`src/rtl/reg_file_sb.sv`:
```
// reg_file_sb: parametrised register bank with a per-register busy scoreboard.
// Serves both the integer file (ZERO_REG=1, x0 hardwired to zero) and the
// FP file (ZERO_REG=0). Reads are combinational. Writes, busy bits and
// busy_count update on the rising clock edge.
// Optional feature: define REG_FILE_SB_BYPASS_EN to forward writeback data
// to the read ports in the same cycle.
module reg_file_sb #(
  parameter int XLEN     = 32,
  parameter int NREGS    = 32,
  parameter int ZERO_REG = 1,
  parameter int ADDR_W   = $clog2(NREGS)
) (
  input  logic              clk,
  input  logic              rst,
  input  logic [ADDR_W-1:0] rs1,
  input  logic [ADDR_W-1:0] rs2,
  input  logic              read_reg_port1,
  input  logic              read_reg_port2,
  output logic [XLEN-1:0]   rs1_data,
  output logic [XLEN-1:0]   rs2_data,
  output logic              rs1_busy,
  output logic              rs2_busy,
  input  logic              issue_valid,
  input  logic [ADDR_W-1:0] issue_rd,
  input  logic              wb_signal,
  input  logic [ADDR_W-1:0] rd,
  input  logic [XLEN-1:0]   wb_data,
  output logic [ADDR_W:0]   busy_count
);

  localparam logic [ADDR_W:0] CNT_ONE = {{ADDR_W{1'b0}}, 1'b1};

  logic [XLEN-1:0]  regs [NREGS];
  logic [NREGS-1:0] busy;
  logic [NREGS-1:0] busy_next;
  logic [ADDR_W:0]  count;
  logic [ADDR_W:0]  count_next;
  logic [ADDR_W:0]  n_set;
  logic [ADDR_W:0]  n_clr;
  logic             set_hit;
  logic             clr_hit;
  logic             rs1_zero;
  logic             rs2_zero;
  logic             rd_zero;

  // Register 0 is hardwired only in the integer-file configuration.
  assign rs1_zero = (ZERO_REG != 0) && (rs1 == {ADDR_W{1'b0}});
  assign rs2_zero = (ZERO_REG != 0) && (rs2 == {ADDR_W{1'b0}});
  assign rd_zero  = (ZERO_REG != 0) && (rd == {ADDR_W{1'b0}});

  // Register storage: clears on reset, takes writeback data on wb_signal.
  always_ff @(posedge clk or posedge rst) begin
    if (rst) begin
      for (int i = 0; i < NREGS; i++) begin
        regs[i] <= {XLEN{1'b0}};
      end
    end else if (wb_signal && !rd_zero) begin
      regs[rd] <= wb_data;
    end
  end

  // Read port 1: gated data and busy, with optional same-cycle forwarding.
  always_comb begin
    rs1_data = {XLEN{1'b0}};
    rs1_busy = 1'b0;
    if (read_reg_port1 && !rs1_zero) begin
`ifdef REG_FILE_SB_BYPASS_EN
      if (wb_signal && (rd == rs1)) begin
        rs1_data = wb_data;
        rs1_busy = 1'b0;
      end else begin
        rs1_data = regs[rs1];
        rs1_busy = busy[rs1];
      end
`else
      rs1_data = regs[rs1];
      rs1_busy = busy[rs1];
`endif
    end else begin
      rs1_data = {XLEN{1'b0}};
      rs1_busy = 1'b0;
    end
  end

  // Read port 2: same behaviour as port 1.
  always_comb begin
    rs2_data = {XLEN{1'b0}};
    rs2_busy = 1'b0;
    if (read_reg_port2 && !rs2_zero) begin
`ifdef REG_FILE_SB_BYPASS_EN
      if (wb_signal && (rd == rs2)) begin
        rs2_data = wb_data;
        rs2_busy = 1'b0;
      end else begin
        rs2_data = regs[rs2];
        rs2_busy = busy[rs2];
      end
`else
      rs2_data = regs[rs2];
      rs2_busy = busy[rs2];
`endif
    end else begin
      rs2_data = {XLEN{1'b0}};
      rs2_busy = 1'b0;
    end
  end

  // Scoreboard next state; issue beats writeback on the same register, and
  // the count moves only on real 0->1 / 1->0 transitions so it cannot wrap.
  always_comb begin
    busy_next = busy;
    n_set     = {(ADDR_W + 1){1'b0}};
    n_clr     = {(ADDR_W + 1){1'b0}};
    set_hit   = 1'b0;
    clr_hit   = 1'b0;
    for (int r = 0; r < NREGS; r++) begin
      set_hit = issue_valid && (issue_rd == ADDR_W'(r)) && !((ZERO_REG != 0) && (r == 0));
      clr_hit = wb_signal && (rd == ADDR_W'(r));
      if (set_hit) begin
        busy_next[r] = 1'b1;
        if (!busy[r]) begin
          n_set = n_set + CNT_ONE;
        end else begin
          n_set = n_set;
        end
      end else if (clr_hit) begin
        busy_next[r] = 1'b0;
        if (busy[r]) begin
          n_clr = n_clr + CNT_ONE;
        end else begin
          n_clr = n_clr;
        end
      end else begin
        busy_next[r] = busy[r];
      end
    end
    count_next = count + n_set - n_clr;
  end

  // Scoreboard and busy-count state.
  always_ff @(posedge clk or posedge rst) begin
    if (rst) begin
      busy  <= {NREGS{1'b0}};
      count <= {(ADDR_W + 1){1'b0}};
    end else begin
      busy  <= busy_next;
      count <= count_next;
    end
  end

  assign busy_count = count;

endmodule

```
`config.mk`:
```
export PLATFORM = sky130hd
export DESIGN_NAME = reg_file_sb
export DESIGN_NICKNAME = d
export VERILOG_FILES = /design/src/rtl/reg_file_sb.sv
export SDC_FILE = /design/constraint.sdc
export NUM_CORES = 2
export LEC_CHECK = 0
export CAP_MARGIN = 30
export CORE_ASPECT_RATIO = 1.1
export CORE_MARGIN = 5
export CORE_UTILIZATION = 60
export CTS_BUF_LIST = sky130_fd_sc_hd__clkbuf_4 sky130_fd_sc_hd__clkbuf_8
export CTS_CLUSTER_DIAMETER = 200
export DETAILED_ROUTE_END_ITERATION = 16
export DONT_BUFFER_PORTS = 1
export PLACE_DENSITY = 0.82
export SYNTH_ARGS = -nofsm -noshare
export SYNTH_HDL_FRONTEND = slang
export SYNTH_SLANG_ARGS = --single-unit
```
`constraint.sdc`:
```
create_clock -name clk -period 103.9 [get_ports clk]
set_input_delay 20.78 -clock clk [delete_from_list [all_inputs] [get_ports clk]]
set_output_delay 20.78 -clock clk [all_outputs]
set_load 0.02 [all_outputs]
```
## Yosys cells after proc, flatten, opt, wreduce, memory -nomap -nowiden

Index checks and enable logic that the tools add are counted.

- Bits in registers: 1061
- Output and inout bits: 72
- Input bits: 58
- Logic and storage cells: 534

- Add/subtract/negate cells: 62
- Reductions and logical operators: 103
- Order comparisons: 6
- Equal/unequal tests: 62
- Bitwise gates (word level): 3
- Mux-type cells: 234

Operators by type and width:

| cell | number |
|---|---|
| bitwise mux 1024 bit | 1 |
| two-way mux 6 bit | 153 |
| adder 6 x 1 -> 6 bit, second input constant | 60 |
| binary-select mux 32 bit (select 5 bit) | 2 |
| two-way mux 32 bit | 7 |
| demux 32 bit (select 5 bit) | 1 |
| equality test 5 bit, second input constant | 32 |
| equality test 5 x 4 -> 1 bit, second input constant | 16 |
| two-way mux 1 bit | 68 |
| logical AND 1 bit | 66 |
| nonzero test 2 bit | 31 |
| equality test 5 x 3 -> 1 bit, second input constant | 8 |
| equality test 5 x 2 -> 1 bit, second input constant | 4 |
| >= comparator 6 bit, second input constant | 3 |
| inverter 5 -> 6 bit | 3 |
| zero test 5 bit | 3 |
| < comparator 5 x 6 -> 1 bit, second input constant | 2 |
| binary-select mux 1 bit (select 5 bit) | 2 |
| equality test 5 x 1 -> 1 bit, second input constant | 2 |
| adder 6 bit | 1 |
| < comparator 6 x 1 -> 1 bit, second input constant | 1 |
| subtractor 6 bit | 1 |
| zero test 1 bit | 3 |

## Logic depth before layout (Yosys ltp)

- Depth in word-level cells: 125
- Gate-level depth with buffers: 114
- Depth with buffers taken out: 112

## Worst setup path after synthesis

OpenSTA, ideal clock, no wires.

- Path kind: input -> output
- Start: input port rs1[0]
- End: output port rs1_data[30]
- Arrival: 23.505 ns
- Required time: 83.120 ns
- Path buffers: 5
- Cell stages on the path: 9
- Path slack: 59.615 ns
- Cells stage by stage: clkbuf_1 -> clkbuf_1 -> buf_1 -> buf_2 -> buf_1 -> mux2i_1 -> o221ai_1 -> a221oi_1 -> a211oi_1

- Cells in the longest elaborated chain, start to end: 5
- Elaborated cells between the ends (all ways): 8
- Those cells by class: 4 x mux; 1 x bitwise; 3 x reduce/logical

Ends and longest elaborated chain:

| what | RTL line | text |
|---|---|---|
| start, declared | 15 | `input logic [ADDR_W-1:0] rs1,` |
| inverter 5 -> 6 bit (not written as such) | 76 | `rs1_data = regs[rs1];` |
| binary-select mux 32 bit (select 5 bit) | 76 |  |
| two-way mux 32 bit (not written as such) (2 in series) | 76 |  |
| two-way mux 32 bit * | 66 | `if (read_reg_port1 && !rs1_zero) begin` |
| end, declared | 19 | `output logic [XLEN-1:0] rs1_data,` |

Every way passes the cells marked *; elsewhere a longest branch is shown, timed or not. The select of a mux whose other input is x is not followed.

## Worst setup path after layout

- Start: input port rs2[0]
- End: output port rs2_data[0]

- Cells in the longest elaborated chain, start to end: 5
- Elaborated cells between the ends (all ways): 8
- Those cells by class: 4 x mux; 1 x bitwise; 3 x reduce/logical

Ends and longest elaborated chain:

| what | RTL line | text |
|---|---|---|
| start, declared | 16 | `input logic [ADDR_W-1:0] rs2,` |
| inverter 5 -> 6 bit (not written as such) | 99 | `rs2_data = regs[rs2];` |
| binary-select mux 32 bit (select 5 bit) | 99 |  |
| two-way mux 32 bit (not written as such) (2 in series) | 99 |  |
| two-way mux 32 bit * | 89 | `if (read_reg_port2 && !rs2_zero) begin` |
| end, declared | 20 | `output logic [XLEN-1:0] rs2_data,` |

Marked as above.

==> out/results.env <==
STATUS='completed'
SKEW_NS=0.0117
MAX_CAP_VIOL_COUNT=0
SHARE_CLK_OF_TOTAL_POWER_PCT=31.8
SYNTHESIS.AREA_PER_INSTANCE_UM2=13.9
HP-START='regs[1004]'
POSTCTSSETUPBUFFERS=0
TIMING_HOLD_VIOLATIONS_FINAL=0
CRIT_PATH_CELL_TRACE='mux4_2 -> mux4_2 -> mux2i_1 -> nor2_1'
POSTLAYOUTCELLAREA_UM2=63900
DIE_AREA_UM2=106000
MIN_DELAY_WORST_TYPE='register to register'
AREA_SHARE_OF_THE_LARGEST_CELL_TYPE_AFTER_SYNTHESIS_PCT=44.6
PLACE_HPWL_UM=91600
WORST-PATH-MAX-FANOUT=267
REMAINING_DRC_ERRORS=0
DRT_PRE_ANTENNA_ITERS=8
DRT.ANTENNA.VIOLATING_NETS=0
TOP_LEVEL_PORTS=130
POWER_LEAKAGE_nW=28.4
CLOCK_SLEW_SEEN_BY_THE_REGISTERS_OF_THE_WORST_SETUP_AND_HOLD_PATHS_NS=0.05
SWITCHING_SHARE_PCT=27.3
WL_PER_CELL_UM=31.7
NNETSFINAL=4211
LAYOUT.FILLER_CELLS=6836
SETUP_VIOL=0
PATH_DELAY_FAMILY='multiplexers'
WORSTPATHREQUIRED_NS=83.12
GRTUSAGETOTAL_PCT=33.1
AVGVIACOUNTPERCELL=7.27
ROWS=121
FIN_SETUP_TNS_NS=0
SYNTH_SEQUENTIAL_AREA_RATIO_PCT=44.6
CRITICAL-PATH-TOP-CELL-BY-COUNT='sky130_fd_sc_hd__mux4_2'
DRTITER0DRC=4999
SYNTHTOLAYOUTAREAGROWTH_PCT=7.24
MAXSLEWHEADROOM_PCT=14.5
POWER_FRAC_SEQ_PCT=47.6
MET1WIRELENGTH_UM=60800
ROUTED_WL_UM=174000
CTS.HTREE.LEVELS=4
GRT_OVERFLOW_TOTAL=0
WORSTSETUPENDPOINTTYPE='primary output'
PLACEDINSTANCEAREA_UM2=60300
GLOBALPLACE.CONGESTION=0.952
VIAS=40000
DETAILROUTE.WIRELENGTH.MET2_UM=83000
CRITPATHLAUNCH='rs2[0]'
SETUP.WORST_PATH.START_CLASS='primary input'
MAXSLEWVIOLCOUNT=0
DESIGN.CORE.AREA_UM2=98700
UNREPAIRED_SETUP_ENDPOINTS_AFTER_GLOBAL_ROUTING='false'
CLOCK_BUFFER_COUNT_FROM_CTS=164
NETLIST_INSTANCES=4295
R2R-START='busy[1]'
LAYOUT_CELL_SHARE_WITH_DRIVE_STRENGTH_BEYOND_1_PCT=45.8
POWER_FRAC_COMB_PCT=20.5
WORST-PATH-BUF-INV=0
ACHIEVABLE-FREQUENCY_MHz=22.6
CRIT_PATH_TOP_DELAY_CELL='sky130_fd_sc_hd__mux4_2'
DIE_H_UM=340
NUMBER_OF_WARNINGS_PRINTED_DURING_YOSYS_SYNTHESIS=0
SYNTH_LARGEST_AREA_CELL='sky130_fd_sc_hd__dfrtp_1'
POST_SYNTH_NUM_CELL_TYPES=74
FIN_CRIT_NS=44.23
INITIAL_CORE_UTIL_PCT=60.3
VDD_DROP_MAX_uV=12.5
WORST_PIN_SLEW_NS=1.28
IO_BUFFER_COUNT=0
POSTCTSHOLDBUFS=0
MAXUSEDROUTINGLAYER='met5'
GRT_START_MAX_NET_PINS=314
CTS_RESIZED=0
YS_DOMINANT_REG_CELL='sky130_fd_sc_hd__dfrtp_1'
GRT_PASS1_WL_UM=263000
DIE_W_UM=310
CLOCK_LATENCY_NS=0.84
SYNTHESIS.AREA_UM2=59500
CLK_PATH_BUF_DEPTH=3
FIRST_GLOBAL_VIAS=42100
WORST-SETUP-PATH-TYPE='primary input to primary output'
NUMBER_OF_ANTENNA_VIOLATIONS_AT_THE_FIRST_CHECK_IN_GLOBAL_ROUTING=3
SYNTH_AREA_LEADERS='sky130_fd_sc_hd__dfrtp_1 (45%), sky130_fd_sc_hd__mux4_2 (21%), sky130_fd_sc_hd__mux2_2 (18%)'
SYNTH.TOP_CELLS.BY_COUNT='sky130_fd_sc_hd__dfrtp_1 (1061), sky130_fd_sc_hd__mux2_2 (941), sky130_fd_sc_hd__mux4_2 (564), sky130_fd_sc_hd__nand2_1 (388), sky130_fd_sc_hd__clkbuf_1 (362)'
CTS.SINKS=1061
LENGTH_OF_ROUTED_MET3_WIRING_UM=19200
CP_SLOWEST_STAGE_DELAY_NS=0.88
POST_SYNTH_EDFFS=0
POSTSYNTH.ASYNCRESETSHARE_PCT=100
SYNTH.FF_LATCH_COUNT=1061
INTERNAL_POWER_uW=850
SYNTH.MOST_COMMON_CELL='sky130_fd_sc_hd__dfrtp_1'
FIN_CRIT_SH_PCT=42.6
CTS_ROOT_BUF='sky130_fd_sc_hd__clkbuf_8'
CTS_TREE='built'
NETSWITCHINGPOWER_uW=320
POWER-PER-CELL-AREA_nW_PER_UM2=18.3
WORST-ENDPOINT-ARRIVAL_NS=23.45
registers in the layout (all words and copies together), names as in the netlist:
register    count
busy           31
busy_count      6
regs         1024
power groups by stage:
stage,logic [mW],registers [mW],clock network [mW]
floorplan,0.215,0.541,0
global placement,0.229,0.553,0
detailed placement,0.239,0.561,0
CTS,0.240,0.555,0.375
global route,0.258,0.566,0.394
finish,0.240,0.557,0.373
placed cells by master (no fill, tap or decap), types with 35 or more instances in the layout:
master	netlist	final
sky130_fd_sc_hd__mux2i_1	130	130
sky130_fd_sc_hd__mux2_2	941	941
sky130_fd_sc_hd__clkbuf_8	0	211
sky130_fd_sc_hd__inv_1	49	48
sky130_fd_sc_hd__mux4_2	564	564
sky130_fd_sc_hd__clkbuf_4	0	54
sky130_fd_sc_hd__o22ai_1	35	35
sky130_fd_sc_hd__dfrtp_1	1061	1061
sky130_fd_sc_hd__nand2_1	388	375
sky130_fd_sc_hd__nor3_1	52	52
sky130_fd_sc_hd__o21ai_0	49	49
sky130_fd_sc_hd__ha_1	66	66
sky130_fd_sc_hd__buf_4	0	56
sky130_fd_sc_hd__nor2_1	111	92
path summary, 6_finish.rpt:
| kind | endpoint | slack, ns | depth (start not counted) |
|---|---|---|---|
| setup / recovery | rs2_data[0] | 59.67 | 4 |
| hold / removal | regs[1004] | 0.39 | 0 |
| setup reg to reg | busy_count[5] | 80.40 | 108 |
| hold reg to reg | regs[1004] | 0.39 | 0 |
| max in group asynchronous | regs[275] | 80.37 | 5 |
| min in group asynchronous | regs[199] | 19.92 | 1 |
cell type report:
class	count	area [µm²]	share of cell area, %
Sequential cell	1061	26600	41.6
Inverter	50	195	0.306
Timing Repair Buffer	66	608	0.952
Multi-Input combinational cell	2739	31400	49.2
Antenna cell	2	5.00	0.00784
Clock buffer	265	3310	5.18
Clock inverter	24	179	0.280
Tap cell	1291	1620	2.53
logic make-up (layout without fill, tap and decap cells):
group           count (synthesis)  after routing  synth area share, %
buf+inv                       502            405                 3.19
mux                          1635           1635                 41.3
flops                        1061           1061                 44.6
fa+ha+maj                      71             71                 1.55
xor+xnor                        5              5               0.0735
simple gates                  714            714                 5.53
other cells                     2             11               0.0126
compound gates                305            305                 3.74
layer usage:
layer	vias up	GRT usage (%)
met5	-	0
li1	15900	-
met2	2496	52.3
met3	696	8.66
met4	2	18.1
met1	20800	42.3
per-stage QoR:
stage	cells	utilization, %	hold WS [ns]	setup slack [ns]	power, mW
global placement	5198	61.0	0.377	59.86	0.782
floorplan	4302	-	0.441	53.25	0.756
CTS	5492	64.6	0.397	60.04	1.17
global route	5497	64.7	0.404	58.64	1.22
detailed placement	5203	61.1	0.385	59.59	0.800
finish	5498	64.7	0.392	59.67	1.17
Power figures use the tool's default switching activity.
